### config.mk
export PLATFORM = sky130hd
export DESIGN_NAME = phy_reset_seq_flat
export DESIGN_NICKNAME = d
export VERILOG_FILES = /design/src/rtl/phy_reset_seq_pkg.sv /design/src/rtl/phy_reset_seq_if.sv /design/src/rtl/phy_reset_seq.sv /design/src/flat_wrapper.sv
export SDC_FILE = /design/constraint.sdc
export NUM_CORES = 1
export LEC_CHECK = 0
export CORE_ASPECT_RATIO = 0.9
export CORE_MARGIN = 2
export CORE_UTILIZATION = 45
export DETAILED_ROUTE_END_ITERATION = 12
export HOLD_SLACK_MARGIN = 0.08
export PLACE_DENSITY_LB_ADDON = 0.25
export SYNTH_ARGS = -nofsm -noshare
export SYNTH_HDL_FRONTEND = slang
export SYNTH_SLANG_ARGS = --single-unit
### constraint.sdc
create_clock -name clk -period 1.7 [get_ports clk]
set_clock_uncertainty 0.05 [all_clocks]
set_input_delay 0.17 -clock clk [delete_from_list [all_inputs] [get_ports clk]]
set_output_delay 0.17 -clock clk [all_outputs]
set_load 0.05 [all_outputs]
### src/rtl/phy_reset_seq_pkg.sv
// phy_reset_seq_pkg: shared state encoding and default timing for the PHY reset sequencer
package phy_reset_seq_pkg;
  localparam logic [1:0] ST_IDLE = 2'd0;
  localparam logic [1:0] ST_ASSERT = 2'd1;
  localparam logic [1:0] ST_SETTLE = 2'd2;
  localparam logic [1:0] ST_READY = 2'd3;
  typedef enum logic [1:0] {
    IDLE = ST_IDLE,
    ASSERT = ST_ASSERT,
    SETTLE = ST_SETTLE,
    READY = ST_READY
  } state_t;
  localparam int DEF_CW = 24;
  localparam int DEF_T_ASSERT = 16000000;
  localparam int DEF_T_SETTLE = 777600;
endpackage

### src/rtl/phy_reset_seq_if.sv
// phy_reset_seq_if: request and status signals of the PHY reset sequencer
interface phy_reset_seq_if;
  logic req;
  logic phy_reset;
  logic ready;
  logic busy;
  logic [7:0] req_count;
  modport master(output req, input phy_reset, ready, busy, req_count);
  modport slave(input req, output phy_reset, ready, busy, req_count);
endinterface

### src/rtl/phy_reset_seq.sv
// phy_reset_seq: holds the PHY in reset, waits a settle interval, then flags ready
module phy_reset_seq
  import phy_reset_seq_pkg::*;
#(
  parameter int CW = DEF_CW,
  parameter int T_ASSERT = DEF_T_ASSERT,
  parameter int T_SETTLE = DEF_T_SETTLE,
  parameter int AUTO_START = 1
) (
  input logic clk,
  input logic reset,
  phy_reset_seq_if.slave bus
);
  if (T_ASSERT < 1 || T_ASSERT >= 2 ** CW || T_SETTLE < 1 || T_SETTLE >= 2 ** CW) begin : g_bad_params
    $error("phy_reset_seq: T_ASSERT and T_SETTLE must lie in [1, 2**CW)");
  end
  state_t state, nxt;
  logic [CW-1:0] cnt, cnt_nxt;
  logic req_d;
  logic [7:0] req_count;
  logic ta, ts;
  always_comb begin
    ta = state == ASSERT && cnt == CW'(T_ASSERT - 1);
    ts = state == SETTLE && cnt == CW'(T_SETTLE - 1);
    nxt = bus.req ? ASSERT : ta ? SETTLE : ts ? READY : state;
    cnt_nxt = (bus.req || ta || ts || state == IDLE || state == READY) ? '0 : cnt + CW'(1);
  end
  always_ff @(posedge clk) begin
    if (reset) begin
      state <= AUTO_START != 0 ? ASSERT : IDLE;
      cnt <= '0;
      req_d <= 1'b0;
      req_count <= 8'd0;
    end else begin
      state <= nxt;
      cnt <= cnt_nxt;
      req_d <= bus.req;
      if (bus.req && !req_d && req_count != 8'hff) req_count <= req_count + 8'd1;
    end
  end
  assign bus.phy_reset = state == ASSERT;
  assign bus.busy = state == ASSERT || state == SETTLE;
  assign bus.ready = state == READY;
  assign bus.req_count = req_count;
endmodule

### src/flat_wrapper.sv
// flat-port wrapper written by rule: the top's interface ports become plain ports
module phy_reset_seq_flat import phy_reset_seq_pkg::*;
#(
  parameter int CW = DEF_CW,
  parameter int T_ASSERT = DEF_T_ASSERT,
  parameter int T_SETTLE = DEF_T_SETTLE,
  parameter int AUTO_START = 1
)
  (clk, reset, bus_req, bus_phy_reset, bus_ready, bus_busy, bus_req_count);
  phy_reset_seq_if bus_i ();
  input logic clk;
  input logic reset;
  input wire logic [$bits(bus_i.req)-1:0] bus_req;
  output wire logic [$bits(bus_i.phy_reset)-1:0] bus_phy_reset;
  output wire logic [$bits(bus_i.ready)-1:0] bus_ready;
  output wire logic [$bits(bus_i.busy)-1:0] bus_busy;
  output wire logic [$bits(bus_i.req_count)-1:0] bus_req_count;
  assign bus_i.req = bus_req;
  assign bus_phy_reset = bus_i.phy_reset;
  assign bus_ready = bus_i.ready;
  assign bus_busy = bus_i.busy;
  assign bus_req_count = bus_i.req_count;
  phy_reset_seq #(.CW(CW), .T_ASSERT(T_ASSERT), .T_SETTLE(T_SETTLE), .AUTO_START(AUTO_START)) u_core (.clk(clk), .reset(reset), .bus(bus_i));
endmodule
---- After elaboration in Yosys (flattened, before gate mapping) ----
Cells that the tools add are included.
cells by class
  add/sub/neg operators ................... 2
  reductions and logical operators ........ 14
  eq/ne operators ......................... 6
  muxes and demuxes ....................... 2
operators by type and width
  kind                                                    count
  adder 24 x 1 -> 24 bit (second input constant)          1
  equality test 24 x 20 -> 1 bit (second input constant)  1
  equality test 24 bit (second input constant)            1
  adder 8 x 1 -> 8 bit (second input constant)            1
  != test 8 bit (second input constant)                   1
  logical OR 1 bit                                        5
  equality test 2 bit (second input constant)             2
  logical AND 1 bit                                       4
  2-to-1 mux 2 bit                                        2
  OR reduction 2 bit                                      2
  equality test 2 x 1 -> 1 bit (second input constant)    1
  logical NOT 2 bit                                       1
  nonzero test 2 bit                                      1
  logical NOT 1 bit                                       1
storage, ports and cells
  output and inout bits ................... 11
  logic and storage cells ................. 28
  register bits ........................... 35
  input port bits ......................... 3

---- Depth between registers and ports, before layout ----
  depth in word-level cells ............... 7
  depth in mapped cells ................... 8
  depth with buffers taken out ............ 7

---- Least setup slack after synthesis ----
Ideal clock, no wire load.
  kind .................................... register -> register
  start ................................... register u_core.req_count[0] (netlist: u_core.bus.req_count[0])
  end ..................................... register u_core.req_count[3] (netlist: u_core.bus.req_count[3])
  cell stages (with the launch flop) ...... 8
  path slack .............................. -0.282 ns
  data required time ...................... 1.522 ns
  arrival time ............................ 1.805 ns
  setup time .............................. 0.128 ns
  clock period less this slack ............ 1.982 ns
  path buffers ............................ 1
  cells stage by stage .................... dfxtp_1 > ha_1 > nand2_1 > o31a_1 > clkbuf_1 > nand4_1 > xor2_1 > nor2_1
between the ends
  word-level cells in the longest chain between the ends .. 2
  elaborated cells between the ends (all ways) .. 3
RTL lines
  item                                                                          line                 RTL
  from (decl)                                                                   phy_reset_seq.sv:20  logic [7:0] req_count;
  from (signal assigned)                                                        phy_reset_seq.sv:38  if (bus.req && !req_d && req_count != 8'hff) req_count <= req_count + 8'd1;
  parallel branches: the longest is 2 deep, another holds adder 8 x 1 -> 8 bit  --
Parallel ways; which one is timed is not known.
A chain may end at the register's enable or synchronous reset.

---- Worst setup path after layout ----
  start ................................... register u_core.cnt[18]
  end ..................................... register u_core.state[1]
between the ends
  word-level cells in the longest chain between the ends .. 3
  elaborated cells between the ends (all ways) .. 6
RTL lines
  item                                                                           line                                      RTL
  from (decl)                                                                    phy_reset_seq.sv:18                       logic [CW-1:0] cnt, cnt_nxt;
  from (signal assigned)                                                         phy_reset_seq.sv:36                       cnt <= cnt_nxt;
  equality test 24 bit / equality test 24 x 20 -> 1 bit (equally long branches)  phy_reset_seq.sv:23, phy_reset_seq.sv:24
  logical AND 1 bit (on tied branches)                                           phy_reset_seq.sv:23, phy_reset_seq.sv:24
  2-to-1 mux 2 bit / nonzero test 2 bit (equally long branches)                  --
  to (signal assigned)                                                           phy_reset_seq.sv:30                       state <= AUTO_START != 0 ? ASSERT : IDLE;
  to (signal assigned)                                                           phy_reset_seq.sv:35                       state <= nxt;
  to (decl)                                                                      phy_reset_seq.sv:17                       state_t state, nxt;
Parallel ways exist; a longest one is shown, timed or not.

==> flow_summary.ini <==
[synthesis]
yosysTopAreaCell = dfxtp_1
synth_top_area_frac = 0.437
yosysMostFrequentCell = nor2_1
ys_warn_count = 0
synth-main-ff-cell = dfxtp_1
syn_avg_cell_area_um2 = 8.86
synthesis.instances = 181
synthTopCellsByArea = dfxtp_1, xor2_1, nor2_1, nand3_1, ha_1
syn_nets = 190
netlist_top_cells_count = nor2_1, dfxtp_1, xor2_1
synth_edf_count = 0
synth-seq-cells = 35
netlist_area_mm2 = 0.00160
synthArstFlopShare = 0
synthDistinctLibCells = 29
yosysSeqAreaShare = 0.437

[sta]
final-setup-viol-count = 0
tightest_slew_ps = 322
slew_viol_final = 0
finalWorstSetupSlack_ps = 35.8
grt_setup_unrepaired = yes
period_needed_ps = 1660
slew_headroom = 0.783
hold_ws_ps = 402
max_freq_ghz = 0.601
hold_viol_final = 0
fin_crit_sh = 0.979

[pwr]
p_leak_uw = 0.000770
peakVddDrop_mv = 0.381
powerDensity_mw_per_mm2 = 734

[floorplanning]
start_util = 0.471
dieArea_mm2 = 0.00406
io_pins = 14
core_mm2 = 0.00340
fp.dieH_um = 60.6
rows = 20
die_x_um = 66.9

[critical_path]
rrSetupSlack_ps = 40
criticalPathCategory = reg2reg
cp-end-kind = flop
critPathCapture = u_core.state[1]
r2r_cells = 5
crit_start = u_core.cnt[18]
crit_path_start_kind = flop
cp.arrival_ps = 1820
reg2reg_to = u_core.state[1]
cp_data_required_time_ps = 1860
crit_fanout = 2
timing.rr.start = u_core.cnt[18]

[status]
status = complete, no violations

[drt]
viasPerCell = 5.14
avgRoutedWirePerCell_um = 12.0
first_pass_iters = 4
drc_errors = 0
drtIter0Drc = 65
vias = 1337
antenna_violating_nets_post_route = 0
routed_wl_mm = 3.13

[grt]
grt_pass1_wl_mm = 5.49
grt_pass1_vias = 1221
antenna_found_initial = 0
grt.total_usage = 0.181
grt_max_degree = 14
gr-total-overflow = 0

[clock_network]
clockBufferDepth = 2
cts-htree-levels = 2
cts_tree = done
postCtsHoldBufs = 0
insertion_delay_ps = 290
clock_sinks = 35
clock-root-buffer = clkbuf_8
cts_made_buffers = 5
path_clk_slew_ps = 80

[placement]
gp_congestion = 0.817
dpl-instance-area_mm2 = 0.00193
port_buffers = 13
place_worst_setup_slack_ps = 9.52
dpl.hpwl_mm = 2.28

[layout]
drive_gt1_frac = 0.241
finish.net_count = 224
antenna-diode-count = 0
area_growth_pct = 27.8
stdcell_area_mm2 = 0.00205
nFillCells = 290
final_util = 0.602

[worst_hold_path]
hp-class = reg2reg

[run]
cap_violations = 0
## worst min-delay path by stage
stage / to / depth (start not counted) / slack [ps] / start
final: u_core.cnt[0] / 1 / 400 / u_core.cnt[0]
after global routing: u_core.cnt[0] / 1 / 410 / u_core.cnt[0]
after CTS: u_core.cnt[0] / 1 / 400 / u_core.cnt[0]
after detailed placement: u_core.cnt[0] / 1 / 390 / u_core.cnt[0]
after global placement: u_core.cnt[0] / 1 / 380 / u_core.cnt[0]
after floorplan: u_core.req_d / 1 / 190 / reset
## logic make-up (layout without fill, tap and decap cells)
group	after synthesis	after routing	synth area share
flops	35	35	0.437
fa+ha+maj	6	6	0.0468
buf+inv	8	43	0.0281
compound gates	5	5	0.0242
xor+xnor	28	28	0.153
simple gates	98	98	0.304
mux	1	1	0.00625
## cell type report
cell class                      count  area (µm²)  share of cell area
Clock buffer                        6        72.6              0.0354
Clock inverter                      2        12.5             0.00611
Inverter                            4        15.0             0.00733
Multi-Input combinational cell    138         891               0.435
Sequential cell                    35         714               0.349
Tap cell                           44        55.1              0.0269
Timing Repair Buffer               31         288               0.141
## repair_timing
action	CTS	global route
buffers inserted	0	1
gates resized for setup	1	4
endpoints found under the hold margin	0	0
setup endpoints to repair	1	24
pin swaps	1	3
## sequential cells by signal, indices dropped and copies added (netlist names)
name                  cells
u_core.bus.req_count      8
u_core.cnt               24
u_core.state              2
u_core.req_d              1
## power breakdown
group	total [µW]	switching, µW	internal, µW
Clock	583	297	286
Combinational	84.9	47.1	37.8
Sequential	836	8.07	828
## routing by layer
layer / share of wire / track usage
met1: 0.47 / 0.233
met2: 0.47 / 0.287
met3: 0.041 / 0.0519
met4: 0.012 / 0.0787
met5: 0 / 0
## per-stage QoR
step,std cells,power [µW],setup TNS (ps)
detailed placement,251,940,0
global route,260,1570,-218
finish,260,1500,0
CTS,259,1520,0
global placement,251,936,0
floorplan,181,905,0
## placed cells by master (no fill, tap or decap), types with 3 or more instances in the layout
| cell type | Yosys | routed |
|---|---|---|
| xnor2_1 | 7 | 7 |
| dfxtp_2 | 0 | 5 |
| buf_12 | 0 | 4 |
| xor2_1 | 21 | 21 |
| inv_1 | 4 | 4 |
| nand3_1 | 16 | 16 |
| buf_4 | 0 | 25 |
| nand2_1 | 16 | 16 |
| ha_1 | 6 | 5 |
| clkbuf_8 | 0 | 5 |
| nor4_1 | 4 | 3 |
| nand4_1 | 7 | 7 |
| and3_1 | 3 | 3 |
| nor2_1 | 39 | 39 |
| dfxtp_1 | 35 | 28 |
## critical path, cell delays in order, from the launching register on
cell	delay [ps]
dfxtp_2	320
or4b_4	540
nor4_4	130
nand4_1	160
buf_4	180
a311oi_2	210
Note: power is estimated with default switching activity, not from simulation.
